<file path="config.mk">
export PLATFORM = sky130hd
export DESIGN_NAME = csel_adder_pipe
export DESIGN_NICKNAME = d
export VERILOG_FILES = /design/src/rtl/csel_pkg.sv /design/src/rtl/csel_block.sv /design/src/rtl/csel_adder_pipe.sv
export SDC_FILE = /design/constraint.sdc
export NUM_CORES = 1
export LEC_CHECK = 0
export ABC_AREA = 1
export CAP_MARGIN = 20
export CELL_PAD_IN_SITES_DETAIL_PLACEMENT = 1
export CELL_PAD_IN_SITES_GLOBAL_PLACEMENT = 1
export CORE_MARGIN = 3
export CORE_UTILIZATION = 37
export CTS_BUF_LIST = sky130_fd_sc_hd__clkbuf_4 sky130_fd_sc_hd__clkbuf_8
export DETAILED_ROUTE_END_ITERATION = 8
export GPL_TIMING_DRIVEN = 0
export PLACE_DENSITY = 0.87
export SYNTH_ARGS = -nofsm -noshare
export SYNTH_HDL_FRONTEND = slang
export SYNTH_SLANG_ARGS = --single-unit
</file>
<file path="constraint.sdc">
create_clock -name clk -period 1.3 [get_ports clk]
set_clock_uncertainty 0.05 [all_clocks]
set_input_delay 0.325 -clock clk [delete_from_list [all_inputs] [get_ports clk]]
set_output_delay 0.325 -clock clk [all_outputs]
set_load 0.02 [all_outputs]
</file>
<file path="src/rtl/csel_pkg.sv">
// Shared definitions for the pipelined carry-select adder/subtractor.
package csel_pkg;

  localparam int unsigned DEFAULT_WIDTH = 16;
  localparam int unsigned DEFAULT_BLOCK = 4;

  typedef enum logic {
    MODE_ADD = 1'b0,
    MODE_SUB = 1'b1
  } mode_e;

  // Legal when the word splits evenly into non-empty groups.
  function automatic bit cfg_legal(input int unsigned width, input int unsigned block);
    return (block >= 1) && (width >= 2) && ((width % block) == 0);
  endfunction

endpackage

</file>
<file path="src/rtl/csel_block.sv">
// One carry-select group: both conditional sums and carries for a BLOCK-bit slice.
module csel_block #(
  parameter int unsigned BLOCK = 4
) (
  input  logic [BLOCK-1:0] a,
  input  logic [BLOCK-1:0] b,
  output logic [BLOCK-1:0] sum0,
  output logic             c0,
  output logic [BLOCK-1:0] sum1,
  output logic             c1
);

  localparam int unsigned BW = BLOCK + 1;

  logic [BLOCK:0] r0;
  logic [BLOCK:0] r1;

  assign r0 = BW'(a) + BW'(b);
  assign r1 = BW'(a) + BW'(b) + BW'(1);

  assign sum0 = r0[BLOCK-1:0];
  assign c0   = r0[BLOCK];
  assign sum1 = r1[BLOCK-1:0];
  assign c1   = r1[BLOCK];

endmodule

</file>
<file path="src/rtl/csel_adder_pipe.sv">
// Two-stage pipelined carry-select adder/subtractor with valid/ready on both sides.
// Stage 1 ripples each group twice; stage 2 resolves the group carries by muxing.
module csel_adder_pipe
  import csel_pkg::*;
#(
  parameter int unsigned WIDTH = DEFAULT_WIDTH,
  parameter int unsigned BLOCK = DEFAULT_BLOCK
) (
  input  logic             clk,
  input  logic             rst_n,
  input  logic             in_valid,
  output logic             in_ready,
  input  logic [WIDTH-1:0] x,
  input  logic [WIDTH-1:0] y,
  input  logic             carry,
  input  logic             sub,
  output logic             out_valid,
  input  logic             out_ready,
  output logic [WIDTH-1:0] s,
  output logic             cout,
  output logic             ovf
);

  localparam int unsigned NBLK = WIDTH / BLOCK;

  if (!cfg_legal(WIDTH, BLOCK)) begin : g_bad_cfg
    $error("csel_adder_pipe: WIDTH must be >= 2 and a multiple of BLOCK");
  end

  // Operand conditioning
  logic             sub_mode;
  logic [WIDTH-1:0] yb_c;
  logic             cin_c;

  assign sub_mode = (mode_e'(sub) == MODE_SUB);
  assign yb_c     = sub_mode ? ~y : y;
  assign cin_c    = sub_mode ? 1'b1 : carry;

  // Flow control
  logic ld1;
  logic ld2;
  logic v1;
  logic acc;

  assign ld2      = !out_valid || out_ready;
  assign ld1      = !v1 || ld2;
  assign in_ready = ld1;
  assign acc      = in_valid && ld1;

  // Conditional group results
  logic [WIDTH-1:0] sum0_c, sum1_c;
  logic [NBLK-1:0]  c0_c, c1_c;

  for (genvar k = 0; k < NBLK; k++) begin : g_blk
    csel_block #(.BLOCK(BLOCK)) u_blk (
      .a    (x[k*BLOCK +: BLOCK]),
      .b    (yb_c[k*BLOCK +: BLOCK]),
      .sum0 (sum0_c[k*BLOCK +: BLOCK]),
      .c0   (c0_c[k]),
      .sum1 (sum1_c[k*BLOCK +: BLOCK]),
      .c1   (c1_c[k])
    );
  end

  // Stage 1 registers
  logic [WIDTH-1:0] sum0_q, sum1_q;
  logic [NBLK-1:0]  c0_q, c1_q;
  logic             cin_q, xmsb_q, ybmsb_q;

  always_ff @(posedge clk or negedge rst_n) begin
    if (!rst_n) begin
      v1      <= 1'b0;
      sum0_q  <= '0;
      sum1_q  <= '0;
      c0_q    <= '0;
      c1_q    <= '0;
      cin_q   <= 1'b0;
      xmsb_q  <= 1'b0;
      ybmsb_q <= 1'b0;
    end else begin
      if (ld1) v1 <= in_valid;
      if (acc) begin
        sum0_q  <= sum0_c;
        sum1_q  <= sum1_c;
        c0_q    <= c0_c;
        c1_q    <= c1_c;
        cin_q   <= cin_c;
        xmsb_q  <= x[WIDTH-1];
        ybmsb_q <= yb_c[WIDTH-1];
      end
    end
  end

  // Carry selection chain across groups
  logic [NBLK:0]    chain;
  logic [WIDTH-1:0] sel_s;
  logic             ovf_c;

  assign chain[0] = cin_q;

  for (genvar k = 0; k < NBLK; k++) begin : g_sel
    assign sel_s[k*BLOCK +: BLOCK] = chain[k] ? sum1_q[k*BLOCK +: BLOCK]
                                              : sum0_q[k*BLOCK +: BLOCK];
    assign chain[k+1] = chain[k] ? c1_q[k] : c0_q[k];
  end

  assign ovf_c = (xmsb_q == ybmsb_q) && (sel_s[WIDTH-1] != xmsb_q);

  // Stage 2 registers drive the outputs directly
  always_ff @(posedge clk or negedge rst_n) begin
    if (!rst_n) begin
      out_valid <= 1'b0;
      s         <= '0;
      cout      <= 1'b0;
      ovf       <= 1'b0;
    end else if (ld2) begin
      out_valid <= v1;
      if (v1) begin
        s    <= sel_s;
        cout <= chain[NBLK];
        ovf  <= ovf_c;
      end
    end
  end

endmodule

</file>
==> out/metrics.csv, run 1 <==
metric,value,unit
Initial DRC Count,386,
Tightest Hold Check Type,in -> reg,
via count,4026,
post-detail-place hpwl,7.75,mm
Leak Pwr,0.00283,uW
synthesized instance count,411,
post-synthesis sequential area ratio,44.7,%
clock insertion delay at the later pin of the skew report,0.39,ns
Syn Nets,473,
RePlAce Congestion,0.802,
Post-layout nets,607,
Max Cap Viol,0,
final setup margin,-0.777,ns
pwr dens,1780,mW/mm^2
"most used cell, CP",nand2_1,
"flops & latches, synth",63,
"Hold Violations, Final",0,
crit-path max FO,6,
Tot GR Track Use,28.0,%
Max VDD drop,0.830,mV
setup repair after global routing missed its margin,yes,
initial antenna violation count,0,
Clk network pwr share,16.9,%
Power Total,11200,uW
Setup TNS Final,-18.90,ns
Mean Syn Cell Area,8.58,um^2
DRC Markers,0,
family with the most delay on the worst path,adder cells,
Worst Tran Pin Value,0.457,ns
Die H,104,um
clock buffer count from CTS,9,
Unique masters post-synth,29,
Critical Path RT,1.50,ns
Clock Path Buffers,2,
crit share post-route,160,%
Sequential Power Share,29.4,%
total wire length,19.4,mm
"Area growth, synth to finish",78.1,%
Netlist Area Pre-Place,0.00352,mm^2
slowest cell delay on critical path,0.38,ns
wire length per cell,28.7,um
io pins,58,
number of global-route vias before repair,4072,
Comb pwr share,53.7,%
crit path cell chain,buf_12 -> buf_12 -> xor2_1 -> ha_2 -> inv_2 -> fa_2 -> inv_1 -> nand2_1 -> nand2_1 -> a21oi_2 -> nand2_2 -> o21ai_0 -> nand3_1 -> nand2_1,
clock-pin slew on the worst setup and hold paths,0.08,ns
# port buffers,56,
clock sinks,63,
minimum clock period,2.08,ns
DR vias/cell,5.96,
failing checks,setup timing,
die width,104,um
Ys Warns,0,
relative slew slack,69.2,%
Net Sw Frac,45.0,%
Internal Power,6140,uW
crit end category,flop,
"leading cell type in the layout, fill and taps excluded",nand2_1,
Util after Layout,69.9,%
Final Setup Violations,64,
layout cells sized above 1,54.4,%
Antenna Nets Post-Route,0,
Worst Setup Path Type,in -> reg,
CP max-delay cell,fa_2,
total gr overflow,0,
First-pass DRT Iterations,5,
"Slew Viols, Final",0,
H-tree levels,3,
"Data arrival, critical path",2.28,ns
status,finished with violations,
Rows,34,
Initial Util,39.3,%
core footprint,0.00898,mm^2
antenna diode count,0,
largest net degree at the start of global routing,42,
global-route wire length before repair,23.3,mm
Clock Tree Root,clkbuf_8,
TritonCTS clock tree,done,
Fmax,481,MHz
Psw,5030,uW
Hold Slack,0.350,ns
"commonest non-fill, non-tap cells in the layout","nand2_1 (79), dfrtp_1 (60), buf_4 (47)",
Die Footprint,0.0107,mm^2
worst path bufs/invs,4,
crit path launch type,input port,
Fillers,893,
-- sequential cells by signal (all words and copies together), names as in the netlist --
| name | cells |
|---|---|
| out_valid | 1 |
| cout | 1 |
| sum1_q | 16 |
| cin_q | 1 |
| ybmsb_q | 1 |
| ovf | 1 |
| c0_q | 4 |
| c1_q | 4 |
| v1 | 1 |
| sum0_q | 16 |
| s | 16 |
| xmsb_q | 1 |
-- logic make-up (layout without fill, tap and decap cells) --
kind of cell | Yosys count | count (layout) | synth area share (%)
multiplexers | 1 | 1 | 0.319
adder cells (fa/ha/maj) | 24 | 24 | 9.37
flip-flops | 63 | 63 | 44.7
XOR/XNOR | 24 | 24 | 5.96
buffers and inverters | 52 | 191 | 6.03
AND/OR/NAND/NOR | 180 | 180 | 23.0
AO/OA/AOI/OAI | 67 | 67 | 10.5
-- cell type report --
type                            count  area, um^2  area share [%]
Tap cell                          126         158            2.51
Clock inverter                      6        60.1           0.957
Multi-Input combinational cell    296        2770            44.1
Sequential cell                    63        1580            25.2
Inverter                           39         194            3.09
Timing Repair Buffer              123        1190            19.0
Buffer                             13         185            2.95
Clock buffer                       10         138            2.19
-- final timing paths --
path                              to  cells past startpoint  slack [ns]  startpoint
min reg2reg                    s[11]                      2        0.45       s[11]
min in group asynchronous  sum1_q[5]                      2        0.41       rst_n
max reg2reg                  c1_q[1]                      7       -0.48          v1
min                        out_valid                      4        0.35   out_ready
max                          c1_q[1]                     14       -0.78         sub
max in group asynchronous      cin_q                      3        0.20       rst_n
-- per-layer routing --
layer / share of wire (%) / global-route usage, % / vias up / wire, um
met5: 0 / 0 / - / 0
met4: 5.8 / 12.8 / 0 / 1130
met3: 6.4 / 5.16 / 98 / 1240
met2: 49 / 51.2 / 273 / 9600
met1: 38 / 31.6 / 2053 / 7430
li1: - / - / 1602 / -
-- timing repair --
action / in CTS / in global routing
cloned: 3 / 0
gates resized for setup: 239 / 166
hold endpoints to repair: 22 / 0
pin swaps: 59 / 50
endpoints found under the setup margin: 83 / 113
buffers inserted: 28 / 38
hold buffers: 1 / 0
-- power groups by stage --
stage / Sequential (uW) / Combinational, uW / Clock, uW
6_report: 3280 / 6000 / 1890
5_1_grt: 3320 / 6230 / 1940
4_1_cts: 3020 / 3990 / 1740
3_5_place_dp: 3020 / 3350 / 0
3_3_place_gp: 2980 / 3160 / 0
2_1_floorplan: 3260 / 1770 / 0
-- worst register-to-register path: cells and delay by family, from the launching register on --
family / cells / cell delay, ns
AOI/OAI and AO/OA: 1 / 0.39
buffers and inverters: 2 / 0.24
DFF: 1 / 0.41
and+or+nand+nor: 4 / 0.61
-- per-stage QoR --
stage | cell area, um^2 | cells | setup slack [ns]
floorplan | 3760 | 411 | -0.830
global placement | 4480 | 593 | -2.36
detailed placement | 4490 | 594 | -1.20
CTS | 5390 | 641 | -0.564
global route | 6280 | 676 | -0.907
finish | 6280 | 676 | -0.777
-- synth_stat cells --
library cell	n	share of area [%]
nand2_1	113	12
dfrtp_1	63	45
o21ai_0	43	6.1
inv_1	37	3.9
nand3_1	30	4.3
nor2_1	21	2.2
ha_1	20	7.1
xor2_1	19	4.7
a31oi_1	9	1.6
o21a_1	7	1.5
buf_2	5	0.71
clkbuf_1	5	0.53
xnor2_1	5	1.2
a21oi_1	4	0.57
fa_1	4	2.3
nand2_2	4	0.71
nand3_2	4	1.1
nand3_4	3	1.5
or2_2	3	0.53
a21o_1	2	0.43
nand2_4	2	0.64
buf_1	1	0.11
buf_4	1	0.21
buf_6	1	0.32
clkinv_1	1	0.11
inv_2	1	0.11
mux2_2	1	0.32
o21ai_1	1	0.14
o31ai_1	1	0.21
No activity file was read; power rests on OpenSTA's default activity.
==> inputs of run 2 (changes only) <==
--- a/config.mk
+++ b/config.mk
@@ -15,6 +15,7 @@
 export DETAILED_ROUTE_END_ITERATION = 8
 export GPL_TIMING_DRIVEN = 0
 export PLACE_DENSITY = 0.87
+export RECOVER_POWER = 50
 export SYNTH_ARGS = -nofsm -noshare
 export SYNTH_HDL_FRONTEND = slang
 export SYNTH_SLANG_ARGS = --single-unit
==> run 2 against run 1 <==
Effect of this change:
- largest cell class unchanged
- global-route usage unchanged
- die area stayed put
- largest power group unchanged
- first-iteration DRC count unchanged
- the flow still finishes with violations (setup timing)
- combinational power is essentially flat
==> out/metrics.csv, run 2 (synthesis results as in run 1) <==
metric,value,unit,change
die width,104,um,unchanged
# port buffers,56,,unchanged
"Hold Violations, Final",0,,unchanged
minimum clock period,2.08,ns,about the same
Final Setup Violations,65,,was 64
Tot GR Track Use,28.0,%,unchanged
failing checks,setup timing,,unchanged
clock buffer count from CTS,9,,unchanged
crit-path max FO,6,,unchanged
antenna diode count,0,,unchanged
Worst Setup EP,c1_q[1],,unchanged
Critical Path RT,1.50,ns,about the same
initial antenna violation count,0,,unchanged
clock insertion delay at the later pin of the skew report,0.39,ns,about the same
Reg2Reg Depth,7,,unchanged
number of global-route vias before repair,4072,,unchanged
"leading cell type in the layout, fill and taps excluded",nand2_1,,unchanged
H-tree levels,3,,unchanged
"Slew Viols, Final",0,,unchanged
"commonest non-fill, non-tap cells in the layout","nand2_1 (79), dfrtp_1 (60), buf_4 (47)",,unchanged
Leak Pwr,0.00283,uW,about the same
core footprint,0.00898,mm^2,unchanged
reg2reg start,v1,,unchanged
Setup WS pre-CTS,-1.20,ns,unchanged
Max Cap Viol,0,,unchanged
crit end category,flop,,unchanged
Tightest Hold Check Type,in -> reg,,unchanged
DR vias/cell,5.96,,unchanged
DRC Markers,0,,unchanged
Critical path origin,sub,,unchanged
Post-layout nets,607,,unchanged
"Data arrival, critical path",2.28,ns,about the same
Antenna Nets Post-Route,0,,unchanged
Fmax,481,MHz,about the same
Initial Util,39.3,%,unchanged
Initial DRC Count,386,,unchanged
wire length per cell,28.7,um,about the same
Placed Cells,594,,unchanged
setup repair after global routing missed its margin,yes,,unchanged
layout cells sized above 1,54.4,%,unchanged
largest net degree at the start of global routing,42,,unchanged
Worst R2R Setup Slack,-0.48,ns,about the same
Die Footprint,0.0107,mm^2,unchanged
io pins,58,,unchanged
status,finished with violations,,unchanged
Top Registers,"s (16), sum0_q (16), sum1_q (16)",,unchanged
Clock Path Buffers,2,,unchanged
Rows,34,,unchanged
total wire length,19.4,mm,about the same
RePlAce Congestion,0.802,,unchanged
global-route wire length before repair,23.3,mm,unchanged
Post-Place Cell Area,0.00449,mm^2,unchanged
clock sinks,63,,unchanged
First-pass DRT Iterations,5,,unchanged
post-detail-place hpwl,7.75,mm,unchanged
TritonCTS clock tree,done,,unchanged
Clock Tree Root,clkbuf_8,,unchanged
Die H,104,um,unchanged
total gr overflow,0,,unchanged
"Area growth, synth to finish",78.1,%,about the same
Worst Setup Path Type,in -> reg,,unchanged
clock-pin slew on the worst setup and hold paths,0.08,ns,about the same
crit path launch type,input port,,unchanged
"Cell Count, Final, Fillers Out",676,,unchanged
Worst Tran Pin Value,0.674,ns,was 0.457 ns
pwr dens,1780,mW/mm^2,about the same
via count,4026,,unchanged
fin area,0.00628,mm^2,about the same
relative slew slack,55.1,%,was 69.2%
worst flop-to-flop path endpoint,c1_q[1],,unchanged
crit share post-route,160,%,about the same
Max VDD drop,0.830,mV,about the same
final setup margin,-0.777,ns,about the same
==> run 2: cell counts in the layout (fill, tap and decap cells not counted) <==
No cell type changed its count.
==> run 2: cell type report <==
class	instances	area (um^2)
Tap cell	126	158
Inverter	39	194
Multi-Input combinational cell	296	2770
Timing Repair Buffer	123	1190
Buffer	13	185
Clock buffer	10	138
Fill cell	893	2700
Sequential cell	63	1580
Clock inverter	6	60.1
==> run 2: worst min-delay path by stage <==
stage	start	endpoint	slack, ns	cells past startpoint
2_1_floorplan	rst_n	c0_q[0]	-0.02	0
3_3_place_gp	sum1_q[11]	sum1_q[11]	0.41	2
3_5_place_dp	rst_n	sum1_q[7]	0.29	1
4_1_cts	out_ready	out_valid	0.37	4
5_1_grt	out_ready	out_valid	0.37	4
6_report	out_ready	out_valid	0.35	4
==> run 2: what timing repair did <==
action | CTS | global route
hold buffers | 1 | 0
gates resized for setup | 239 | 166
gates cloned | 3 | 0
hold endpoints to repair | 22 | 0
pin swaps | 59 | 50
buffers inserted | 28 | 38
endpoints found under the setup margin | 83 | 113
==> run 2: stage by stage <==
| stage | total power [uW] | hold slack [ns] | setup TNS [ns] | util [%] |
|---|---|---|---|---|
| 2_1_floorplan | 5030 | -0.0206 | -20.02 | - |
| 3_5_place_dp | 6370 | 0.286 | -49.04 | 50.0 |
| 4_1_cts | 8750 | 0.366 | -12.60 | 60.0 |
| 3_3_place_gp | 6140 | 0.408 | -178.22 | 49.9 |
| 5_1_grt | 11500 | 0.374 | -25.47 | 69.9 |
| 6_report | 11200 | 0.350 | -18.92 | 69.9 |
==> run 2: critical path, stage by stage <==
cell     delay [ns]
buf_12         0.10
buf_12         0.13
xor2_1         0.15
ha_2           0.23
inv_2          0.04
fa_2           0.38
inv_1          0.09
nand2_1        0.06
nand2_1        0.09
a21oi_2        0.09
nand2_2        0.09
o21ai_0        0.19
nand3_1        0.20
nand2_1        0.09
==> run 2: power by group <==
part / switching, uW / internal, uW / leakage [uW]
Clock: 958 / 928 / 0.0000981
Combinational: 3380 / 2620 / 0.00199
Sequential: 689 / 2590 / 0.000750
Total: 5030 / 6140 / 0.00283
==> run 2: metal layers <==
| metal | vias up | share of wire (%) | track usage (%) |
|---|---|---|---|
| met2 | 277 | 50 | 51.2 |
| met4 | 0 | 5.8 | 12.8 |
| li1 | 1602 | - | - |
| met3 | 96 | 6.4 | 5.16 |
| met1 | 2051 | 38 | 31.6 |
| met5 | - | 0 | 0 |
